[config.mk]
export PLATFORM = sky130hd
export DESIGN_NAME = duck_round_ctrl
export DESIGN_NICKNAME = d
export VERILOG_FILES = /design/src/rtl/duck_round_ctrl.sv
export SDC_FILE = /design/constraint.sdc
export NUM_CORES = 1
export LEC_CHECK = 0
export ABC_AREA = 1
export CAP_MARGIN = 20
export CORE_ASPECT_RATIO = 1.25
export CORE_UTILIZATION = 50
export DETAILED_ROUTE_END_ITERATION = 10
export GPL_ROUTABILITY_DRIVEN = 1
export PLACE_DENSITY = 0.79
export SYNTH_ARGS = -nofsm -noshare
export SYNTH_HDL_FRONTEND = slang
export SYNTH_SLANG_ARGS = --single-unit
[constraint.sdc]
create_clock -name Clk -period 8.4 [get_ports Clk]
set_clock_uncertainty 0.15 [all_clocks]
set_input_delay 1.68 -clock Clk [delete_from_list [all_inputs] [get_ports Clk]]
set_output_delay 1.68 -clock Clk [all_outputs]
set_load 0.02 [all_outputs]
[src/rtl/duck_round_ctrl.sv]
// Purpose : round/duck sequencer for a light-gun duck game; counts shots, hits, score and rounds.
// Latency : one cycle from an input event to the registered state, duck_state and counter update.
// Backpressure: none; flew_away/duck_ded_done/trigger are sampled only in the states that use them.
// Option  : define DUCK_PERFECT_BONUS_EN to add a 10000-point bonus for a round with every duck hit.
module duck_round_ctrl #(
   parameter int SHOTS_PER_DUCK  = 3,
   parameter int DUCKS_PER_ROUND = 10,
   parameter int PASS_HITS       = 6,
   parameter int PAUSE_FRAMES    = 60
) (
   input  logic        Clk,
   input  logic        Reset,
   input  logic        frame_clk,
   input  logic        start,
   input  logic        trigger,
   input  logic        hit,
   input  logic        flew_away,
   input  logic        duck_ded_done,
   output logic [2:0]  duck_state,
   output logic        new_round,
   output logic [1:0]  shots_left,
   output logic [3:0]  duck_index,
   output logic [9:0]  hit_mask,
   output logic [15:0] score,
   output logic [7:0]  round_num,
   output logic        game_over
);

   localparam logic [2:0] S_IDLE   = 3'd0;
   localparam logic [2:0] S_LAUNCH = 3'd1;
   localparam logic [2:0] S_FLY    = 3'd2;
   localparam logic [2:0] S_SHOT   = 3'd3;
   localparam logic [2:0] S_PAUSE  = 3'd4;
   localparam logic [2:0] S_TALLY  = 3'd5;
   localparam logic [2:0] S_OVER   = 3'd6;

   localparam logic [2:0] DS_HOLD = 3'b001;
   localparam logic [2:0] DS_FLY  = 3'b010;
   localparam logic [2:0] DS_SHOT = 3'b100;

   localparam logic [1:0] SHOTS_C = 2'(SHOTS_PER_DUCK);
   localparam logic [3:0] DUCKS_C = 4'(DUCKS_PER_ROUND);
   localparam logic [3:0] PASS_C  = 4'(PASS_HITS);

   // Pause counter only needs to reach PAUSE_FRAMES-1; the terminal edge wraps it.
   localparam int         CNT_W    = (PAUSE_FRAMES > 1) ? $clog2(PAUSE_FRAMES) : 1;
   localparam logic [CNT_W-1:0] CNT_LAST = CNT_W'(PAUSE_FRAMES - 1);

   logic [2:0]       r_state;
   logic [2:0]       w_state_nxt;
   logic [2:0]       r_duck_state;
   logic             r_new_round;
   logic [1:0]       r_shots_left;
   logic [3:0]       r_duck_index;
   logic [9:0]       r_hit_mask;
   logic [15:0]      r_score;
   logic [7:0]       r_round_num;
   logic             r_game_over;

   logic             r_trig_prev;
   logic             r_frame_meta;
   logic             r_frame_sync;
   logic             r_frame_prev;
   logic [CNT_W-1:0] r_pause_cnt;

   logic             w_start_go;
   logic             w_trig_edge;
   logic             w_shot_cnt;
   logic             w_shot_hit;
   logic             w_frame_edge;
   logic             w_pause_last;
   logic [3:0]       w_idx_inc;
   logic [3:0]       w_hit_pop;
   logic             w_tally_pass;
   logic [16:0]      w_score_add;
   logic [15:0]      w_score_hit;

`ifdef DUCK_PERFECT_BONUS_EN
   localparam logic [9:0] FULL_MASK = 10'((1 << DUCKS_PER_ROUND) - 1);
   logic             w_perfect;
   logic [16:0]      w_bonus_add;
   logic [15:0]      w_score_bonus;

   assign w_perfect     = (r_hit_mask & FULL_MASK) == FULL_MASK;
   assign w_bonus_add   = {1'b0, r_score} + 17'd10000;
   assign w_score_bonus = w_bonus_add[16] ? 16'hFFFF : w_bonus_add[15:0];
`endif

   function automatic logic [3:0] popcount10(input logic [9:0] v);
      logic [3:0] n;
      n = 4'd0;
      for (int i = 0; i < 10; i++) begin
         n = n + {3'd0, v[i]};
      end
      return n;
   endfunction

   function automatic logic [2:0] duck_cmd(input logic [2:0] st);
      logic [2:0] d;
      d = DS_HOLD;
      if (st == S_FLY) begin
         d = DS_FLY;
      end else if (st == S_SHOT) begin
         d = DS_SHOT;
      end
      return d;
   endfunction

   assign w_start_go   = ((r_state == S_IDLE) || (r_state == S_OVER)) && start;
   assign w_trig_edge  = trigger && !r_trig_prev;
   // flew_away takes priority over a shot in the same cycle, so it masks the edge.
   assign w_shot_cnt   = (r_state == S_FLY) && !flew_away && w_trig_edge && (r_shots_left != 2'd0);
   assign w_shot_hit   = w_shot_cnt && hit;
   assign w_frame_edge = r_frame_sync && !r_frame_prev;
   assign w_pause_last = (r_state == S_PAUSE) && w_frame_edge && (r_pause_cnt == CNT_LAST);
   assign w_idx_inc    = r_duck_index + 4'd1;
   assign w_hit_pop    = popcount10(r_hit_mask);
   assign w_tally_pass = (r_state == S_TALLY) && (w_hit_pop >= PASS_C);
   assign w_score_add  = {1'b0, r_score} + 17'd100;
   assign w_score_hit  = w_score_add[16] ? 16'hFFFF : w_score_add[15:0];

   // Next-state decode for the round sequencer.
   always_comb begin
      w_state_nxt = r_state;
      case (r_state)
         S_IDLE, S_OVER: begin
            if (start) w_state_nxt = S_LAUNCH;
         end
         S_LAUNCH: w_state_nxt = S_FLY;
         S_FLY: begin
            if (flew_away) begin
               w_state_nxt = S_PAUSE;
            end else if (w_shot_hit) begin
               w_state_nxt = S_SHOT;
            end
         end
         S_SHOT: begin
            if (duck_ded_done) w_state_nxt = S_PAUSE;
         end
         S_PAUSE: begin
            if (w_pause_last) begin
               w_state_nxt = (w_idx_inc == DUCKS_C) ? S_TALLY : S_LAUNCH;
            end
         end
         S_TALLY: w_state_nxt = w_tally_pass ? S_LAUNCH : S_OVER;
         default: w_state_nxt = S_IDLE;
      endcase
   end

   // State register; duck_state and game_over are decoded from the next state so they move with it.
   always_ff @(posedge Clk) begin
      if (Reset) begin
         r_state      <= S_IDLE;
         r_duck_state <= DS_HOLD;
         r_game_over  <= 1'b0;
         r_new_round  <= 1'b0;
      end else begin
         r_state      <= w_state_nxt;
         r_duck_state <= duck_cmd(w_state_nxt);
         r_game_over  <= (w_state_nxt == S_OVER);
         r_new_round  <= w_start_go || w_tally_pass;
      end
   end

   // Trigger history and two-flop frame_clk synchronizer with rising-edge detect.
   always_ff @(posedge Clk) begin
      if (Reset) begin
         r_trig_prev  <= 1'b0;
         r_frame_meta <= 1'b0;
         r_frame_sync <= 1'b0;
         r_frame_prev <= 1'b0;
      end else begin
         r_trig_prev  <= trigger;
         r_frame_meta <= frame_clk;
         r_frame_sync <= r_frame_meta;
         r_frame_prev <= r_frame_sync;
      end
   end

   // Frame-edge counter for the gap between ducks; idle at zero outside PAUSE.
   always_ff @(posedge Clk) begin
      if (Reset) begin
         r_pause_cnt <= '0;
      end else if (r_state != S_PAUSE) begin
         r_pause_cnt <= '0;
      end else if (w_frame_edge) begin
         r_pause_cnt <= (r_pause_cnt == CNT_LAST) ? '0 : r_pause_cnt + 1'b1;
      end
   end

   // Shots remaining for the current duck.
   always_ff @(posedge Clk) begin
      if (Reset) begin
         r_shots_left <= 2'd0;
      end else if (r_state == S_LAUNCH) begin
         r_shots_left <= SHOTS_C;
      end else if (w_shot_cnt) begin
         r_shots_left <= r_shots_left - 2'd1;
      end
   end

   // Per-round bookkeeping: duck index, hit mask and round number.
   always_ff @(posedge Clk) begin
      if (Reset) begin
         r_duck_index <= 4'd0;
         r_hit_mask   <= 10'd0;
         r_round_num  <= 8'd0;
      end else if (w_start_go) begin
         r_duck_index <= 4'd0;
         r_hit_mask   <= 10'd0;
         r_round_num  <= 8'd0;
      end else if (w_tally_pass) begin
         r_duck_index <= 4'd0;
         r_hit_mask   <= 10'd0;
         r_round_num  <= r_round_num + 8'd1;
      end else begin
         if (w_pause_last) r_duck_index <= w_idx_inc;
         if (w_shot_hit)   r_hit_mask   <= r_hit_mask | (10'd1 << r_duck_index);
      end
   end

   // Saturating score: 100 per hit, optional perfect-round bonus at tally.
   always_ff @(posedge Clk) begin
      if (Reset) begin
         r_score <= 16'd0;
      end else if (w_start_go) begin
         r_score <= 16'd0;
      end else if (w_shot_hit) begin
         r_score <= w_score_hit;
      end
`ifdef DUCK_PERFECT_BONUS_EN
      else if ((r_state == S_TALLY) && w_perfect) begin
         r_score <= w_score_bonus;
      end
`endif
   end

   assign duck_state = r_duck_state;
   assign new_round  = r_new_round;
   assign shots_left = r_shots_left;
   assign duck_index = r_duck_index;
   assign hit_mask   = r_hit_mask;
   assign score      = r_score;
   assign round_num  = r_round_num;
   assign game_over  = r_game_over;

endmodule

* Yosys cells after proc, flatten, opt, wreduce, memory -nomap -nowiden *
Cells that the tools add are included.

cells by class
  add/sub/neg operators = 14
  $lt $le $gt $ge = 1
  mux-type cells = 14
  bitwise operators = 1
  reductions and logical operators = 23
  equality and inequality tests = 12
  shift-type cells = 1

operator list
  operator                                                                number
  4-bit by 1-bit adder with 4-bit output                                  6
  3-bit two-way mux                                                       8
  3-bit case mux with 6 select lines                                      1
  16-bit by 7-bit adder with 17-bit output (second input constant)        1
  16-bit two-way mux                                                      1
  3-bit by 2-bit equality test with 1-bit output (second input constant)  4
  3-bit equality test (second input constant)                             4
  1-bit logical AND                                                       10
  10-bit OR                                                               1
  1-bit by 4-bit << shifter with 10-bit output (first input constant)     1
  8-bit by 1-bit adder with 8-bit output (second input constant)          1
  2-bit OR reduction                                                      4
  6-bit by 1-bit adder with 6-bit output (second input constant)          1
  6-bit equality test (second input constant)                             1
  2-bit two-way mux                                                       3
  6-bit two-way mux                                                       1
  3-bit by 1-bit adder with 4-bit output                                  1
  4-bit by 1-bit adder with 4-bit output (second input constant)          1
  4-bit equality test (second input constant)                             1
  4-bit by 3-bit >= comparator with 1-bit output (second input constant)  1
  2-bit nonzero test                                                      2
  2-bit by 1-bit adder with 3-bit output                                  1
  3-bit by 1-bit equality test with 1-bit output (second input constant)  1
  1-bit logical NOT                                                       3
  other kinds (6)                                                         7

word-level totals
  input port bits = 8
  register bits = 58
  word-level logic and storage cells = 81
  output and inout port bits = 45

* Longest topological paths before layout *
  depth after elaboration = 16
  depth in mapped cells = 16
  depth with buffers taken out = 16

* Worst setup path after synthesis *
OpenSTA, ideal clock, no wires.

  path type = reg2reg
  start = register r_hit_mask[0] (netlist: hit_mask[0])
  end = register r_hit_mask[0] (netlist: hit_mask[0])
  cell stages (with the launch flop) = 16
  setup slack = 4776 ps
  library setup time = 70 ps
  path buffers = 0
  data arrival time = 3404 ps
  period minus slack after synthesis = 3624 ps
  required time = 8180 ps
  path through = dfxtp_1 > inv_1 > fa_1 > fa_1 > fa_1 > inv_1 > ha_1 > fa_1 > xor2_1 > nand2_1 > nand2_1 > nand2_2 > inv_4 > nor2_4 > inv_2 > a21oi_1

between the ends
  longest elaborated chain between the ends = 12
  elaborated cells between the ends (all ways) = 13
  those cells by class = 9 x add/sub; 1 x order compare; 1 x bitwise; 2 x reduce/logical

ends and longest elaborated chain
  what                                                  line  RTL
  start, declared                                       55    logic [9:0] r_hit_mask;
  start signal, assigned                                218   if (w_shot_hit) r_hit_mask <= r_hit_mask | (10'd1 << r_duck_index);
  1-bit by 1-bit adder with 2-bit output                93    n = n + {3'd0, v[i]};
  2-bit by 1-bit adder with 3-bit output                93
  3-bit by 1-bit adder with 4-bit output                93
  4-bit by 1-bit adder with 4-bit output (6 in series)  93
  4-bit by 3-bit >= comparator with 1-bit output        118   assign w_tally_pass = (r_state == S_TALLY) && (w_hit_pop >= PASS_C);
  1-bit logical AND                                     118
  3-bit OR reduction (no source line)                   n/a

Parallel ways exist; a longest one is shown, timed or not.
A chain may end at the register's enable or synchronous reset.

* Worst setup path after layout *
Ends and elaborated chain as after synthesis.

==> metrics.log <==
INFO  metric outcome = completed
INFO  metric overflow = 0
INFO  metric synth_largest_type_area_fraction = between 30% and 40%
INFO  metric max-slew-margin-rel = 69.3%
INFO  metric totalPowerFinal = 539 uW
INFO  metric timing.critical_path.max_delay_family = adder cells
INFO  metric power_per_cell_area = 144 nW/um^2
INFO  metric setup_violations = 0
INFO  metric layout-drive-gt1-share = 6.44%
INFO  metric route.detailed.drc = 0
INFO  metric number_of_top_level_pins = 53
INFO  metric drt-vias-per-instance = 5.09
INFO  metric buffers_added_on_ports = 52
INFO  metric crit_path_start_kind = flip-flop
INFO  metric cts_tree = done
INFO  metric yosysWarnings = 0
INFO  metric fmax = 263 MHz
INFO  metric cts.reportedPaths.clkPinSlew = 0.07 ns
INFO  metric routed_wirelength = 6.56 mm
INFO  metric synth-main-ff-cell = dfxtp_1
INFO  metric syn_to_final_growth = 23.5%
INFO  metric initial_utilization = 52.0%
INFO  metric synth_cells = 421
INFO  metric max_cap_violations = 0
INFO  metric worst-endpoint-arrival = 3.92 ns
INFO  metric crit_buf_inv = 4
INFO  metric nNetsFinal = 502
INFO  metric routed_wire_length_per_instance = 12.0 um
INFO  metric timing.critical_path.fanout_max = 10
INFO  metric cts_buffers = 9
INFO  metric sequential_share_of_the_synthesized_area = 37.7%
INFO  metric clockRootBuffer = clkbuf_8
INFO  metric area_enclosed_by_the_die_boundary = roughly 6400 um^2
INFO  metric grt_util_all_layers = a little over a fifth
INFO  metric grt_setup_unrepaired = false
INFO  metric post_cts.repair.setup_buffers = 0
INFO  metric synthTopCellsByArea = dfxtp_1 38%, nand2_1 11%, inv_1 8.1%, nor2_1 5.5%, ha_1 5.0%
INFO  metric critical_path_class = reg -> reg
INFO  metric clk-insertion-delay-late = between 0.3 and 0.4 ns
INFO  metric critPathCaptureType = flip-flop
INFO  metric die_width = 71.6 um
INFO  metric hold_path.class = reg -> reg
INFO  metric period_needed = 3.81 ns
INFO  metric drv_slew = 0
INFO  metric detail_route.iter0.violations = 210
INFO  metric worst_max_slew_pin_slew = 0.460 ns
INFO  metric placementRows = 31
INFO  metric grt_max_degree = 21
INFO  metric synth_enable_flop_cells = 0
INFO  metric async_flop_share = 0%
INFO  metric period_utilization_post_route = 45.4%
INFO  metric route.antenna.remaining_nets = 0
INFO  metric cpPeakStageDelay = 0.56 ns
INFO  metric first_pass_iters = 4
INFO  metric ir_drop = 0.140 mV
INFO  metric synth_fp_nets = around 450
INFO  metric core_area = 5820 um^2
INFO  metric diodes = 0
INFO  metric mappedNetlistArea = 3030 um^2
INFO  metric grt_antenna_before_repair = 0
INFO  metric detailedPlacementHpwl = roughly 4.8 mm
INFO  metric cts.sink_count = 57
INFO  metric yosys.cell_types.count = 37
INFO  metric wire_length_of_the_first_global_routing_pass = roughly 11 mm
INFO  metric crit_path_cell_trace = inv_1 -> fa_1 -> fa_1 -> fa_1 -> inv_1 -> ha_1 -> fa_1 -> xor2_1 -> nand2_1 -> nand2_1 -> nand2_2 -> inv_4 -> nor2_4 -> inv_2 -> a21oi_1
INFO  metric htree_num_levels = 3
INFO  metric place.gp.congestion = 0.856
INFO  metric post_cts_hold_buffer_count = 0
INFO  metric synth_seq_cells = 57
INFO  metric die_height = 89.0 um
INFO  metric cpMaxStageDelayCell = fa_1
INFO  metric totalNegativeSetupSlack = 0 ns
INFO  metric post-synth-top-area-cell = dfxtp_1
INFO  metric max-clock-path-buffers = 2
INFO  metric p_leak = about 0.0016 uW
INFO  metric crit_required = 8.52 ns
INFO  metric vias_in_the_first_global_route = 2579
INFO  metric mean_cell_area_of_the_mapped_netlist = 7.19 um^2
INFO  metric cts.repair.resized = 0
INFO  metric report.final.hold_viol_count = 0
INFO  metric top_cell_by_count_worst_path = fa_1
INFO  metric via_count = 2782
-- worst min-delay path: cells and delay by family, from the launching register on --
| family | cells | cell delay [ns] |
|---|---|---|
| flops | 1 | 0.30 |
| simple gates | 1 | 0.03 |
| buf+inv | 1 | 0.05 |
-- cells in the final DEF, fill, tap and decap left out, drive strengths merged --
cell | netlist | routed
or2 | 2 | 2
clkinv | 1 | 6
nand3b | 2 | 2
nand4 | 10 | 10
inv | 69 | 69
o21a | 2 | 2
xor2 | 6 | 6
nor3b | 1 | 1
clkbuf | 1 | 9
nand2 | 94 | 94
dfxtp | 57 | 57
clkinvlp | 0 | 2
nor2 | 46 | 46
a21oi | 28 | 28
nor4 | 1 | 1
a31oi | 1 | 1
nor3 | 15 | 15
and3 | 1 | 1
clkdlybuf4s50 | 0 | 52
and2 | 1 | 1
nand3 | 29 | 29
o21ai | 24 | 24
ha | 12 | 12
fa | 6 | 6
xnor2 | 5 | 5
-- flip-flops by register name, summed over array words and instances (netlist names) --
| signal | flops |
|---|---|
| r_pause_cnt | 6 |
| score | 15 |
| r_state | 3 |
| r_frame_sync | 1 |
| r_frame_prev | 1 |
| duck_index | 4 |
| hit_mask | 10 |
| duck_state | 3 |
| r_frame_meta | 1 |
| r_trig_prev | 1 |
| game_over | 1 |
| round_num | 8 |
| shots_left | 2 |
| new_round | 1 |
-- area by class of cell --
type | instances | area, um^2
sequential | 57 | 1140
timing repair buffer | 52 | 520
inverter | 70 | 265
multi-input combinational | 286 | 1560
tap | 66 | 82.6
clock buffer | 9 | 124
clock inverter | 7 | 47.5
fill | 525 | 2080
-- routing by layer --
metal  global-route usage [%]  part of all wire [%]  wire length, um  vias up
met5                        0                     0                0        -
met4                     10.5                   1.2               80        0
met3                     3.27                   2.6              172        7
met2                     39.5                    53             3450       48
met1                     25.5                    44             2860     1280
li1                         -                     -                -     1447
-- cell usage after synthesis (3+ instances only) --
cell type	count
xnor2_1	5
a21oi_1	28
nand2_1	91
nor3_1	13
buf_6	3
nor2_1	44
inv_1	65
dfxtp_1	57
fa_1	6
inv_2	3
xor2_1	6
nand3_1	27
ha_1	12
nand4_1	9
o21ai_0	23
-- where the power goes --
group,leakage (uW),switching [uW],internal (uW)
Clock,0.0000850,112,106
Combinational,0.00102,26.0,15.8
Sequential,0.000461,3.70,275
Total,0.00157,142,397
-- through the flow --
stage	cells	setup WS (ns)	cell area [um^2]	utilization, %	hold slack (ns)
final	547	4.59	3740	64.3	0.272
after global routing	547	4.33	3740	64.3	0.299
after CTS	547	4.56	3740	64.3	0.278
after detailed placement	531	4.60	3570	61.3	0.269
after global placement	531	4.63	3570	61.3	0.259
after floorplan	421	4.78	3030	-	0.238
-- worst paths after layout --
path,end,start,cells past startpoint,slack [ns]
min,r_frame_sync,r_frame_meta,2,0.27
max,hit_mask[0],hit_mask[0],15,4.59
max reg2reg,hit_mask[0],hit_mask[0],15,4.59
min reg2reg,r_frame_sync,r_frame_meta,2,0.27
-- kinds of logic after synthesis --
| kind of cell | count (synthesis) | synth area share (%) |
|---|---|---|
| simple gates | 202 | 30.1 |
| compound gates | 55 | 9.30 |
| flops | 57 | 37.7 |
| buf+inv | 78 | 10.8 |
| fa+ha+maj | 18 | 8.93 |
| xor+xnor | 11 | 3.18 |
Power figures use the tool's default switching activity.
